[config.mk]
export PLATFORM = sky130hd
export DESIGN_NAME = hazard_unit
export DESIGN_NICKNAME = d
export VERILOG_FILES = /design/src/rtl/hazard_unit_pkg.sv /design/src/rtl/div_stall_ctrl.sv /design/src/rtl/hazard_unit.sv
export SDC_FILE = /design/constraint.sdc
export NUM_CORES = 1
export LEC_CHECK = 0
export ABC_AREA = 1
export BUFFER_PORTS_ARGS = -buffer_cell sky130_fd_sc_hd__buf_2
export CAP_MARGIN = 15
export CORE_MARGIN = 5
export CORE_UTILIZATION = 31
export DETAILED_ROUTE_END_ITERATION = 12
export GPL_TIMING_DRIVEN = 0
export SETUP_SLACK_MARGIN = 0.4
export SLEW_MARGIN = 15
export SYNTH_ARGS = -nofsm -noshare
export SYNTH_HDL_FRONTEND = slang
export SYNTH_SLANG_ARGS = --single-unit
[constraint.sdc]
create_clock -name clk -period 1.4 [get_ports clk]
set_input_delay 0.14 -clock clk [delete_from_list [all_inputs] [get_ports clk]]
set_output_delay 0.14 -clock clk [all_outputs]
set_load 0.1 [all_outputs]
[src/rtl/hazard_unit_pkg.sv]
// Shared encodings for the hazard controller.
// Forward selects follow the E-stage operand mux input order.
package hazard_unit_pkg;

  localparam logic [1:0] FWD_RF  = 2'b00;
  localparam logic [1:0] FWD_WB  = 2'b01;
  localparam logic [1:0] FWD_MEM = 2'b10;

  typedef enum logic {
    DIV_IDLE = 1'b0,
    DIV_BUSY = 1'b1
  } div_state_e;

  // M beats W because it holds the younger producer.
  function automatic logic [1:0] fwd_sel(
    input logic [4:0] src,
    input logic       rw_m,
    input logic [4:0] wr_m,
    input logic       rw_w,
    input logic [4:0] wr_w
  );
    fwd_sel = FWD_RF;
    if (src != 5'd0) begin
      if (rw_m && wr_m == src)
        fwd_sel = FWD_MEM;
      else if (rw_w && wr_w == src)
        fwd_sel = FWD_WB;
    end
  endfunction

endpackage

[src/rtl/div_stall_ctrl.sv]
// Holds the pipeline while a multi-cycle divide sits in E.
// Counts down the remaining stalled cycles of the divide.
module div_stall_ctrl
  import hazard_unit_pkg::*;
#(
  parameter int unsigned DIV_LATENCY = 32
) (
  input  logic clk,
  input  logic rst,
  input  logic div_e,
  output logic div_start,
  output logic div_stall
);

  localparam logic [5:0] CNT_INIT = 6'(DIV_LATENCY - 2);

  div_state_e state_q, state_d;
  logic [5:0] cnt_q, cnt_d;

  always_ff @(posedge clk) begin
    if (rst) begin
      state_q <= DIV_IDLE;
      cnt_q   <= '0;
    end else begin
      state_q <= state_d;
      cnt_q   <= cnt_d;
    end
  end

  always_comb begin
    state_d   = state_q;
    cnt_d     = cnt_q;
    div_start = 1'b0;
    div_stall = 1'b0;
    if (!rst) begin
      case (state_q)
        DIV_IDLE: begin
          if (div_e) begin
            div_start = 1'b1;
            div_stall = 1'b1;
            state_d   = DIV_BUSY;
            cnt_d     = CNT_INIT;
          end
        end
        DIV_BUSY: begin
          // Last cycle in E: release stalls.
          if (cnt_q != 6'd0) begin
            div_stall = 1'b1;
            cnt_d     = cnt_q - 6'd1;
          end else begin
            state_d = DIV_IDLE;
          end
        end
        default: state_d = DIV_IDLE;
      endcase
    end
  end

endmodule

[src/rtl/hazard_unit.sv]
// Forwarding, load-use/branch stalls and divide hold
// for the five-stage pipeline.
module hazard_unit
  import hazard_unit_pkg::*;
#(
  parameter int unsigned DIV_LATENCY = 32
) (
  input  logic       clk,
  input  logic       rst,
  input  logic [4:0] rs_d,
  input  logic [4:0] rt_d,
  input  logic [4:0] rs_e,
  input  logic [4:0] rt_e,
  input  logic [4:0] write_reg_e,
  input  logic [4:0] write_reg_m,
  input  logic [4:0] write_reg_w,
  input  logic       reg_write_e,
  input  logic       reg_write_m,
  input  logic       reg_write_w,
  input  logic       mem_to_reg_e,
  input  logic       mem_to_reg_m,
  input  logic       branch_d,
  input  logic       div_e,
  output logic [1:0] forward_a_e,
  output logic [1:0] forward_b_e,
  output logic       forward_a_d,
  output logic       forward_b_d,
  output logic       stall_f,
  output logic       stall_d,
  output logic       stall_e,
  output logic       flush_e,
  output logic       flush_m,
  output logic       div_start,
  output logic       div_busy
);

  logic div_stall;
  logic lw_stall;
  logic br_stall;
  logic hit_e;
  logic hit_m;
  logic any_stall;

  div_stall_ctrl #(
    .DIV_LATENCY(DIV_LATENCY)
  ) u_div (
    .clk      (clk),
    .rst      (rst),
    .div_e    (div_e),
    .div_start(div_start),
    .div_stall(div_stall)
  );

  assign forward_a_e = fwd_sel(rs_e, reg_write_m, write_reg_m,
                               reg_write_w, write_reg_w);
  assign forward_b_e = fwd_sel(rt_e, reg_write_m, write_reg_m,
                               reg_write_w, write_reg_w);

  assign forward_a_d = (rs_d != 5'd0) && reg_write_m
                    && (write_reg_m == rs_d);
  assign forward_b_d = (rt_d != 5'd0) && reg_write_m
                    && (write_reg_m == rt_d);

  assign hit_e = (write_reg_e != 5'd0)
              && ((write_reg_e == rs_d) || (write_reg_e == rt_d));
  assign hit_m = (write_reg_m != 5'd0)
              && ((write_reg_m == rs_d) || (write_reg_m == rt_d));

  // Reset masks every stall so nothing leaks out while rst is high.
  assign lw_stall = !rst && mem_to_reg_e && hit_e;
  assign br_stall = !rst && branch_d
                 && ((reg_write_e && hit_e) || (mem_to_reg_m && hit_m));

  assign any_stall = div_stall || lw_stall || br_stall;

  assign stall_f  = any_stall;
  assign stall_d  = any_stall;
  assign stall_e  = div_stall;
  assign flush_m  = div_stall;
  assign flush_e  = (lw_stall || br_stall) && !div_stall;
  assign div_busy = div_stall;

endmodule

# --- Word level (Yosys, flattened, before mapping) ---
# Cells that the tools add are included.
word_totals:
  register_bits: 7
  latchBits: 0
  ram_bits: 0
  mem_bits_ro: 0
  input_bits: 44
  wordCells: 62
  n_memories: 0
classes:
  add_sub_neg: 1
  n_mul: 0
  n_div: 0
  n_lt_le_gt_ge: 0
  eq_ne: 10
  shifts: 0
  n_mux: 15
  bitwise_logic: 1
  reduce_logical: 33
ops:
  columns: ["op", "count"]
  rows:
  - ["equality test 5 bit", 8]
  - ["nonzero test 5 bit", 6]
  - ["logical AND 1 bit", 17]
  - ["2-to-1 mux 6 bit", 2]
  - ["one-hot mux 6 bit (2 select lines)", 1]
  - ["2-to-1 mux 2 bit", 4]
  - ["2-to-1 mux 1 bit", 7]
  - ["logical OR 1 bit", 6]
  - ["nonzero test 6 bit", 1]
  - ["subtractor 6 x 1 -> 6 bit, second input constant", 1]
  - ["inequality test 2 bit, second input constant", 2]
  - ["logical NOT 1 bit", 2]
  - ["one-hot mux 1 bit (2 select lines)", 1]
  - ["AND reduction 2 bit", 1]
  - ["NOT 1 bit", 1]

# --- Logic depth before layout (Yosys ltp) ---
# Gate-level depths: netlist (run 1).
depth:
  ltp_word: 8
  mapped_depth: 12
  depth_no_buf: 10

# --- Hierarchy ---
# From an unflattened synthesis (run 1), not the netlist that was laid out.
unflattened:
  cells_unflattened: 225
  hier_area_um2: 1214.9
by_module_without_submodules:
  columns: ["mod", "instances", "cells_each", "area_per_inst_um2", "seq_area_each_um2"]
  rows:
  - ["hazard_unit", 1, 165, 809.5, 0.0]
  - ["div_stall_ctrl", 1, 60, 405.4, 140.1]

# --- Worst setup path before layout (run 1) ---
# OpenSTA, ideal clock, no wires.
synth_timing:
  path_type: "input to output"
  start: "input port write_reg_m[1]"
  end: "output port forward_a_d"
  t_arrival_ns: 2.900
  required_ns: 1.260
  setup_slack_ns: -1.640
  path_stages: 5
  path_buffers: 1
  path_cell_list: "buf_4 xor2_1 nor2_1 nand3_1 a311oi_1"
synth_between:
  elab_chain_len: 2
synth_lines:
  columns: ["element", "line_no", "source"]
  rows:
  - ["start: declaration", "hazard_unit.sv:15", "input logic [4:0] write_reg_m,"]
  - ["equality test 5 bit", "hazard_unit.sv:60", "&& (write_reg_m == rs_d);"]
  - ["logical AND 1 bit", "hazard_unit.sv:60", null]
  - ["end: declaration", "hazard_unit.sv:26", "output logic forward_a_d,"]
# Every way passes these cells.

# --- Worst setup path in the final report (run 1) ---
layout_timing:
  start: "register u_div.cnt_q[1]"
  end: "output port flush_e"
layout_between:
  elab_chain_len: 6
layout_lines:
  columns: ["element", "line_no", "source"]
  rows:
  - ["start: declaration", "div_stall_ctrl.sv:18", "logic [5:0] cnt_q, cnt_d;"]
  - ["start signal: assignment", "div_stall_ctrl.sv:26", "cnt_q <= cnt_d;"]
  - ["nonzero test 6 bit", "div_stall_ctrl.sv:47", "if (cnt_q != 6'd0) begin"]
  - ["2-to-1 mux 1 bit", "div_stall_ctrl.sv:47", null]
  - ["one-hot mux 1 bit (2 select lines)", "div_stall_ctrl.sv:36", "case (state_q)"]
  - ["2-to-1 mux 1 bit", "div_stall_ctrl.sv:35", "if (!rst) begin"]
  - ["logical NOT 1 bit", "hazard_unit.sv:80", "assign flush_e = (lw_stall || br_stall) && !div_stall;"]
  - ["logical AND 1 bit", "hazard_unit.sv:80", null]
  - ["end: declaration", "hazard_unit.sv:31", "output logic flush_e,"]
# Every way passes these cells.

==> impl_metrics.py, run 1 <==
metrics = {
    "sta": {
        "fin_skew_ns": 0.005512,
        "rsz0062_at_grt": "yes",
        "timing.final.ws_setup_ns": -0.3092,
        "slew_violations": 0,
        "worst_pin_slew_ns": 0.4390,
        "hold_violations": 0,
        "setup_viol": 10,
        "period_share": 1.221,
        "max_freq_ghz": 0.5851,
        "maxSlewHeadroom": 0.7046,
        "fin_crit_ns": 1.709,
    },
    "synth": {
        "syn_inst": 209,
        "ys_seq_area_frac": 0.1229,
        "avgSynthCellArea_sq_um": 5.454,
        "ys_ff_latch": 7,
        "synth_top_area_frac": 0.2272,
        "synth_top_cell_by_area": "nand2_1",
        "syn_area_sq_um": 1140,
        "ys_types": 26,
        "yosysWarnings": 0,
        "synthTopCellsByArea": "nand2_1 (23%), dfxtp_1 (12%), inv_1 (12%), xor2_1 (7.7%), nor2_1 (5.9%)",
        "syn-num-nets": 255,
    },
    "critical_path": {
        "cp.required_ns": 1.26,
        "r2r-start": "u_div.cnt_q[1]",
        "cp_slowest_cell": "dfxtp_2",
        "setup.worst_path.start_class": "flop",
        "timing_worst_setup_path_type": "flop to output port",
        "max_stage_delay_ns": 0.32,
        "worstPathMaxFanout": 2,
        "critPathLaunch": "u_div.cnt_q[1]",
        "crit_buf_inv": 4,
        "crit_chain": "inv_2, ha_4, nand4_1, nand2_2, nand2_4, buf_4, buf_6, nor2_4, buf_12",
        "crit_path_end_kind": "output port",
        "cp.arrival_ns": 1.57,
        "cpLargestDelayFamily": "buffers and inverters",
    },
    "routing": {
        "wl_per_cell_um": 12.61,
        "drc_errors": 0,
        "via_per_inst": 4.719,
        "antenna_left": 0,
        "vias": 1595,
        "wirelength_um": 4261,
        "first_iter_violations": 112,
        "firstDrtPassIters": 4,
    },
    "grt": {
        "grt_pass1_vias": 1582,
        "grt_usage": 0.1643,
        "grt_first_pass_wirelength_um": 6872,
        "antenna_found_initial": 0,
        "globalRouteOverflowTotal": 0,
        "grt_start_max_net_pins": 8,
    },
    "place": {
        "routabilityCongestion": 0.7480,
        "place_area_sq_um": 1612,
        "pre_cts_ws_ns": -0.2974,
        "dpl.hpwl_um": 2922,
        "port_buffers": 53,
        "dp_cells": 310,
    },
    "clock_network": {
        "clock-sinks": 7,
        "cts_tree": "yes",
        "cts_buffer_depth": 2,
        "clk_latency_ns": 0.23,
        "path_clk_slew_ns": 0.05,
        "cts-htree-levels": 1,
        "root_buffer": "clkbuf_8",
        "numCtsBuffers": 3,
    },
    "run": {
        "drv_cap": 0,
    },
    "outcome": {
        "status": "finished, violations left",
        "violations": "setup timing",
    },
    "die": {
        "fp.dieW_um": 70.64,
        "start_util": 0.3161,
        "rows": 22,
        "die_area_sq_um": 4989,
        "die_h_um": 70.64,
        "io_pins": 57,
        "design.core.area_sq_um": 3606,
    },
    "min_path": {
        "hp-start": "rst",
        "hold_class": "input pin to flop",
    },
    "final_layout": {
        "area_growth_pct": 106.1,
        "antennaDiodeCount": 0,
        "nets": 337,
        "design_area_sq_um": 2350,
        "drive_gt1_frac": 0.5345,
        "fin_cells": 338,
    },
    "power_and_ir_drop": {
        "p_leak_nw": 1.135,
        "power_mw": 1.559,
        "ir_drop_v": 0.0003113,
        "power-per-cell-area_nw_per_um2": 663.6,
    },
}
power breakdown:
part / switching, mW / internal (mW)
clock network: 0.0999 / 0.194
registers: 0.0193 / 0.228
logic: 0.564 / 0.454
layout make-up:
| type | count | area (sq um) |
|---|---|---|
| well taps | 48 | 60.06 |
| fillers | 310 | 1256 |
| plain buffers | 6 | 92.59 |
| clock buffers | 3 | 41.29 |
| inverters | 39 | 176.4 |
| clock inverters | 1 | 5.005 |
| repair buffers | 77 | 767.0 |
| flip-flops and latches | 7 | 143.9 |
| multi-input cells | 157 | 1064 |
cell families (layout without fill, tap and decap cells):
logic type / count (synthesis) / after routing / synth area share
AND/OR/NAND/NOR: 118 / 118 / 0.4479
flip-flops: 7 / 7 / 0.1229
buffers and inverters: 45 / 126 / 0.1712
XOR/XNOR: 15 / 15 / 0.1153
AO/OA/AOI/OAI: 22 / 22 / 0.1207
adder cells (fa/ha/maj): 2 / 2 / 0.02195
cells in the final DEF, fill, tap and decap left out, drive strengths merged:
| master | synthesis | layout |
|---|---|---|
| clkinv | 0 | 1 |
| nor3 | 6 | 6 |
| nand3 | 12 | 12 |
| a221oi | 4 | 4 |
| o21ai | 5 | 5 |
| nor2b | 2 | 2 |
| a31oi | 1 | 1 |
| ha | 2 | 2 |
| a21oi | 7 | 7 |
| nor2 | 19 | 19 |
| xnor2 | 5 | 5 |
| nor4 | 5 | 5 |
| xor2 | 10 | 10 |
| clkbuf | 0 | 3 |
| a211oi | 1 | 1 |
| nand4 | 3 | 3 |
| o22ai | 2 | 2 |
| clkinvlp | 0 | 2 |
| nand2 | 71 | 71 |
| buf | 6 | 83 |
| o21a | 1 | 1 |
| dfxtp | 7 | 7 |
| inv | 39 | 37 |
| a311oi | 1 | 1 |
Yosys cell counts:
library cell,number
nand2_1,69
inv_1,35
nor2_1,18
nand3_1,12
xor2_1,10
a21oi_1,7
dfxtp_1,7
nor3_1,6
buf_4,5
o21ai_0,5
xnor2_1,5
a221oi_1,4
inv_2,4
nand4_1,3
nor4_1,3
ha_1,2
nand2_2,2
nor2b_1,2
nor4_2,2
o22ai_1,2
a211oi_1,1
a311oi_1,1
a31oi_1,1
buf_6,1
nor2_2,1
o21a_1,1
sequential cells by signal, summed over array words and instances, names as in the netlist:
name	count
u_div.cnt_q	6
u_div.state_q	1
repair_timing:
item                                    in CTS  in global routing
endpoints found under the setup margin      20                 20
pin swaps                                   20                 12
hold buffers                                 0                  0
buffers inserted                            13                 11
resized for setup                          111                 34
layer usage:
| layer | routed length, um | global-route usage | vias to the layer above |
|---|---|---|---|
| li1 | - | - | 820 |
| met1 | 1753 | 0.1954 | 731 |
| met2 | 2251 | 0.2994 | 36 |
| met3 | 199 | 0.03551 | 8 |
| met4 | 57 | 0.03967 | 0 |
| met5 | 0 | 0 | - |
per-stage QoR:
stage	hold WS [ns]	util	TNS, ns
2_1_floorplan	0.2017	-	-2.566
3_3_place_gp	0.4248	0.4469	-2.813
3_5_place_dp	0.4259	0.4469	-2.698
4_1_cts	0.1787	0.5999	-1.352
5_1_grt	0.1863	0.6516	-2.817
6_report	0.1849	0.6516	-2.022
final timing paths:
check	endpoint	slack, ns	cells after the start
max	flush_e	-0.31	9
min	u_div.cnt_q[1]	0.18	2
max reg2reg	u_div.cnt_q[2]	-0.17	11
min reg2reg	u_div.cnt_q[5]	0.47	2
Power figures use the tool's default switching activity.
==> inputs of run 2 (changes only) <==
Clock period 1.4 ns to 1.9 ns, I/O delays scaled along.
==> run 2 against run 1 <==
  * The flow now finishes without violations
  * Routed wire length down 12%
  * Power down 32%
  * Via count down 2.4%
  * Largest power group unchanged
  * Global-route usage down 2.0 points
  * Non-clock buffer count down 6
  * Count of clock-buffer cells in the layout up 1
  * Sequential power down 26%
  * Cell area down 11%
  * Highest routed layer unchanged
  * Worst setup slack better by 0.43 ns
  * Critical path depth unchanged
  * Clock skew down 0.00086 ns
  * Sequential share of layout area up 0.71 points
  * Largest cell class unchanged
==> impl_metrics.py, run 2 (synthesis gave the netlist of run 1 again) <==
metrics = {
    "outcome": {
        "status": "complete, no violations",
    },
    "clock_network": {
        "root_buffer": "clkbuf_8",
        "cts_buffer_depth": 2,
        "cts-htree-levels": 1,
        "numCtsBuffers": 3,
        "path_clk_slew_ns": 0.04,
        "cts_tree": "yes",
        "clk_latency_ns": 0.23,
        "ctsHoldBuffers": 0,
        "clock-sinks": 7,
    },
    "die": {
        "start_util": 0.3161,
        "die_area_sq_um": 4989,
        "io_pins": 57,
        "design.core.area_sq_um": 3606,
        "fp.dieW_um": 70.64,
        "rows": 22,
        "die_h_um": 70.64,
    },
    "routing": {
        "drc_errors": 0,
        "first_iter_violations": 50,
        "firstDrtPassIters": 4,
        "antenna_left": 0,
        "wirelength_um": 3743,
        "wl_per_cell_um": 11.27,
        "via_per_inst": 4.690,
        "vias": 1557,
    },
    "final_layout": {
        "largest_reg_flops": 6,
        "fillCellCount": 377,
        "regMostFlops": "u_div.cnt_q",
        "area_growth_pct": 83.10,
        "nets": 331,
        "top_regs": "u_div.cnt_q x6, u_div.state_q x1",
        "multi_input_area_sq_um": 1003,
        "fin_util": 0.5788,
        "mostFrequentLayoutCells": "nand2_1 (63), buf_2 (34), inv_1 (27)",
        "drive_gt1_frac": 0.4472,
        "seqCellArea_sq_um": 142.6,
        "final_common_cell": "nand2_1",
        "antennaDiodeCount": 0,
    },
    "critical_path": {
        "reg2regPathDepth": 10,
        "cp.required_ns": 1.71,
        "cp.arrival_ns": 1.59,
        "crit_path_end_kind": "output port",
        "setup.worst_path.start_class": "flop",
        "timing_worst_setup_path_type": "flop to output port",
        "worstPathMaxFanout": 4,
    },
    "min_path": {
        "hold_depth": 2,
        "hold_class": "input pin to flop",
    },
    "grt": {
        "grt_usage": 0.1442,
        "grt_start_max_net_pins": 8,
        "globalRouteOverflowTotal": 0,
        "grt_first_pass_wirelength_um": 5996,
        "antenna_found_initial": 0,
        "grt_pass1_vias": 1436,
    },
    "sta": {
        "maxSlewHeadroom": 0.6970,
        "fin_crit_ns": 1.779,
        "finalSetupTns_ns": 0,
        "period_share": 0.9361,
        "fin_skew_ns": 0.004650,
        "max_freq_ghz": 0.5623,
        "worst_pin_slew_ns": 0.4504,
        "slew_violations": 0,
        "rsz0062_at_grt": "yes",
        "hold_ws_ns": 0.2069,
        "hold_violations": 0,
        "setup_viol": 0,
    },
    "power_and_ir_drop": {
        "power-per-cell-area_nw_per_um2": 508.0,
        "ir_drop_v": 0.0001890,
        "power_mw": 1.060,
        "p_leak_nw": 1.055,
    },
    "run": {
        "drv_cap": 0,
    },
    "place": {
        "port_buffers": 53,
        "dpl.hpwl_um": 2907,
        "routabilityCongestion": 0.8122,
    },
}
-- run 2: cell types whose count changed in the layout (fill, tap and decap cells not counted), moves of 4 or more --
| cell | change |
|---|---|
| inv_4 | -6 |
| buf_2 | +13 |
| nand2_1 | +6 |
| nand2_2 | -4 |
| buf_12 | -5 |
| buf_6 | -9 |
| inv_1 | +10 |
| buf_4 | -4 |
-- run 2: what timing repair did --
action                     CTS  global route
pin swaps                   10            14
gates cloned                 0             0
gates resized for setup     52            37
setup endpoints to repair   13            13
setup buffers               11             7
-- run 2: worst paths after layout --
kind,from,endpoint,slack (ns)
worst max-delay path,u_div.cnt_q[1],flush_m,0.12
worst min register to register,u_div.cnt_q[5],u_div.cnt_q[5],0.46
worst min-delay path,rst,u_div.cnt_q[1],0.21
worst max register to register,u_div.cnt_q[1],u_div.cnt_q[4],0.41
-- run 2: per-stage QoR --
stage	setup slack [ns]	area [sq um]	std cells
2_1_floorplan	-0.005852	1272	209
3_3_place_gp	0.07537	1598	310
3_5_place_dp	0.07768	1598	310
4_1_cts	0.1536	1919	325
5_1_grt	0.05691	2087	332
6_report	0.1215	2087	332
-- run 2: cell type report --
| class | instances | area share |
|---|---|---|
| plain buffers | 6 | 0.04257 |
| multi-input cells | 157 | 0.4808 |
| inverters | 39 | 0.07554 |
| clock buffers | 4 | 0.02158 |
| repair buffers | 71 | 0.2824 |
| flip-flops and latches | 7 | 0.06835 |
| well taps | 48 | 0.02878 |
-- run 2: power breakdown --
part | switching, mW | internal, mW
registers | 0.0154 | 0.168
logic | 0.378 | 0.285
clock network | 0.0678 | 0.145
-- run 2: worst max-delay path, stage by stage, from the launching register on --
cell and delay (ns):
dfxtp_2 0.32, inv_2 0.07, ha_4 0.12, nand4_1 0.11
nand2_2 0.12, nand2_4 0.07, nand2_4 0.08, clkinvlp_4 0.15
buf_12 0.16, buf_12 0.15
-- run 2: per-layer routing --
metal | vias to the layer above | GRT usage | wire (um)
met5 | - | 0 | 0
met4 | 0 | 0.04384 | 58
met3 | 7 | 0.02415 | 170
met2 | 30 | 0.2723 | 2017
met1 | 712 | 0.1643 | 1497
li1 | 808 | - | -
==> inputs of run 3 (changes only) <==
Settings changed: ABC_AREA 1 to not set, CTS_BUF_LIST set to sky130_fd_sc_hd__clkbuf_8.
==> run 3 against run 2 <==
  * Die area down 11%
  * Utilization up 4.6 points
  * Clock skew down 0.0029 ns
  * Maximum frequency down 1.9%
  * Non-clock buffer count down 6
  * Clock power down 6%
  * Sequential cell count unchanged
==> impl_metrics.py, run 3 <==
metrics = {
    "outcome": {
        "status": "complete, no violations",
    },
    "die": {
        "fp.dieW_um": 66.58,
        "io_pins": 57,
        "die_area_sq_um": 4432,
        "die_h_um": 66.58,
        "rows": 20,
        "start_util": 0.3250,
        "design.core.area_sq_um": 3053,
    },
    "clock_network": {
        "numCtsBuffers": 3,
        "cts_buffer_depth": 2,
        "root_buffer": "clkbuf_8",
        "cts-htree-levels": 1,
        "clk_latency_ns": 0.23,
        "path_clk_slew_ns": 0.04,
        "clock-sinks": 7,
        "cts_tree": "yes",
    },
    "critical_path": {
        "cp.required_ns": 1.71,
        "worstPathMaxFanout": 4,
        "cp.arrival_ns": 1.62,
        "reg2regPathDepth": 7,
        "crit_path_end_kind": "output port",
        "timing_worst_setup_path_type": "input pin to output port",
        "setup.worst_path.start_class": "input pin",
    },
    "routing": {
        "via_per_inst": 4.723,
        "first_iter_violations": 22,
        "wirelength_um": 3197,
        "antenna_left": 0,
        "firstDrtPassIters": 4,
        "drc_errors": 0,
        "vias": 1124,
        "wl_per_cell_um": 13.43,
    },
    "synth": {
        "ys_types": 30,
        "synth_top_area_frac": 0.2030,
        "ys_ff_latch": 7,
        "synth_top_cell_by_area": "xnor2_1",
        "ys_seq_area_frac": 0.1412,
        "syn_area_sq_um": 992.2,
        "yosysMostFrequentCell": "xnor2_1",
        "yosysWarnings": 0,
        "synth_flop_cell": "dfxtp_1",
        "syn-num-nets": 174,
        "synth_commonest_cells": "xnor2_1 (23), xor2_1 (20), nor2_1 (13)",
        "avgSynthCellArea_sq_um": 7.752,
        "synth_edf_count": 0,
        "postSynth.asyncResetShare": 0,
        "synthTopCellsByArea": "xnor2_1 (20%), xor2_1 (18%), dfxtp_1 (14%), nor2_1 (4.9%), nand3_1 (4.0%)",
        "syn_inst": 128,
    },
    "power_and_ir_drop": {
        "seq_power_share": 0.187,
        "p_sw_mw": 0.3870,
        "swShare": 0.4038,
        "power_frac_clock": 0.210,
        "power-per-cell-area_nw_per_um2": 502.2,
        "p_int_mw": 0.5713,
        "power_mw": 0.9583,
        "p_leak_nw": 0.7754,
        "comb_power_share": 0.603,
        "ir_drop_v": 0.0004679,
    },
    "final_layout": {
        "largest_reg_flops": 6,
        "design_area_sq_um": 1908,
        "drive_gt1_frac": 0.5670,
        "top_regs": "u_div.cnt_q x6, u_div.state_q x1",
        "nets": 241,
        "area_growth_pct": 92.31,
        "mostFrequentLayoutCells": "buf_2 (31), xnor2_1 (18), xor2_1 (18)",
        "antennaDiodeCount": 0,
        "fin_util": 0.6250,
        "final_common_cell": "buf_2",
        "regMostFlops": "u_div.cnt_q",
    },
    "place": {
        "routabilityCongestion": 0.7788,
        "place_area_sq_um": 1496,
        "dpl.hpwl_um": 2469,
        "port_buffers": 50,
    },
    "sta": {
        "period_share": 0.9538,
        "slew_violations": 0,
        "fin_crit_ns": 1.812,
        "fin_skew_ns": 0.001734,
        "hold_violations": 0,
        "rsz0062_at_grt": "yes",
        "max_freq_ghz": 0.5518,
        "worst_pin_slew_ns": 0.6862,
        "maxSlewHeadroom": 0.5426,
        "setup_viol": 0,
    },
    "min_path": {
        "hold_class": "input pin to flop",
        "hold_depth": 3,
    },
    "run": {
        "drv_cap": 0,
    },
    "grt": {
        "grt_usage": 0.1407,
        "antenna_found_initial": 0,
        "grt_start_max_net_pins": 11,
        "grt_first_pass_wirelength_um": 4981,
        "globalRouteOverflowTotal": 0,
        "grt_pass1_vias": 1158,
    },
}
## run 3: cell count changes in the layout (fill, tap and decap cells not counted), moves of 4 or more
cell and change:
xor2_1 +8, o21ai_0 -4, inv_2 -7, xnor2_2 +6, xnor2_1 +13, nor3_2 +4, nand2_2 -5, nand2_1 -56
nor2_1 -4, a221oi_1 -4, inv_1 -26, buf_4 -8
## run 3: final cells by class
class / count / area (sq um)
clock inverter: 1 / 3.754
buffer: 9 / 158.9
sequential: 7 / 142.6
timing repair buffer: 62 / 515.5
fill: 270 / 1145
multi-input combinational: 109 / 979.7
tap: 44 / 55.05
inverter: 3 / 11.26
clock buffer: 3 / 41.29
## run 3: cells by family (layout without fill, tap and decap cells)
logic type                 count (synthesis)  count (layout)  share of synthesized area
buffers and inverters                     12              78                    0.08070
AOI/OAI and AO/OA                         15              15                     0.1084
xor gates and xnor gates                  44              44                     0.3960
adders and majority gates                  2               2                    0.02522
and+or+nand+nor                           48              48                     0.2484
DFF                                        7               7                     0.1412
## run 3: power groups by stage
stage | Sequential (mW) | Clock (mW) | Combinational [mW]
finish | 0.179 | 0.201 | 0.578
global route | 0.182 | 0.214 | 0.617
CTS | 0.178 | 0.206 | 0.534
detailed placement | 0.180 | 0 | 0.465
global placement | 0.180 | 0 | 0.460
floorplan | 0.178 | 0 | 0.360
## run 3: critical path, cell delays in order
cell       delay [ns]
buf_12           0.11
xnor2_2          0.15
nand3_1          0.10
nor3_2           0.21
o2111ai_2        0.24
a2111oi_4        0.36
buf_6            0.27
## run 3: what timing repair did
| item | in CTS | in global routing |
|---|---|---|
| hold buffers | 0 | 0 |
| gates resized for setup | 47 | 25 |
| pin swaps | 10 | 7 |
| buffers inserted | 6 | 6 |
| endpoints found under the setup margin | 13 | 12 |
## run 3: routing by layer
layer,wire length (um),share of wire,GRT usage
met2,1699,0.53,0.2686
met1,1278,0.40,0.1594
met3,187,0.058,0.02024
met4,32,0.010,0.03807
met5,0,0,0
## run 3: final timing paths
check	from	slack, ns	endpoint
min	div_e	0.38	u_div.cnt_q[1]
max	write_reg_m[1]	0.09	flush_e
max reg2reg	u_div.cnt_q[0]	0.52	u_div.cnt_q[5]
min reg2reg	u_div.cnt_q[4]	0.59	u_div.cnt_q[4]
## run 3: through the flow
step | setup slack [ns] | setup TNS [ns] | hold WS, ns | std cells
after floorplan | -0.3830 | -0.7296 | 0.4294 | 128
after global placement | -0.1796 | -0.3794 | 0.5497 | 222
after detailed placement | -0.1832 | -0.4346 | 0.5547 | 222
after CTS | 0.09418 | 0 | 0.3819 | 232
after global routing | 0.004518 | 0 | 0.4097 | 238
final | 0.08782 | 0 | 0.3809 | 238
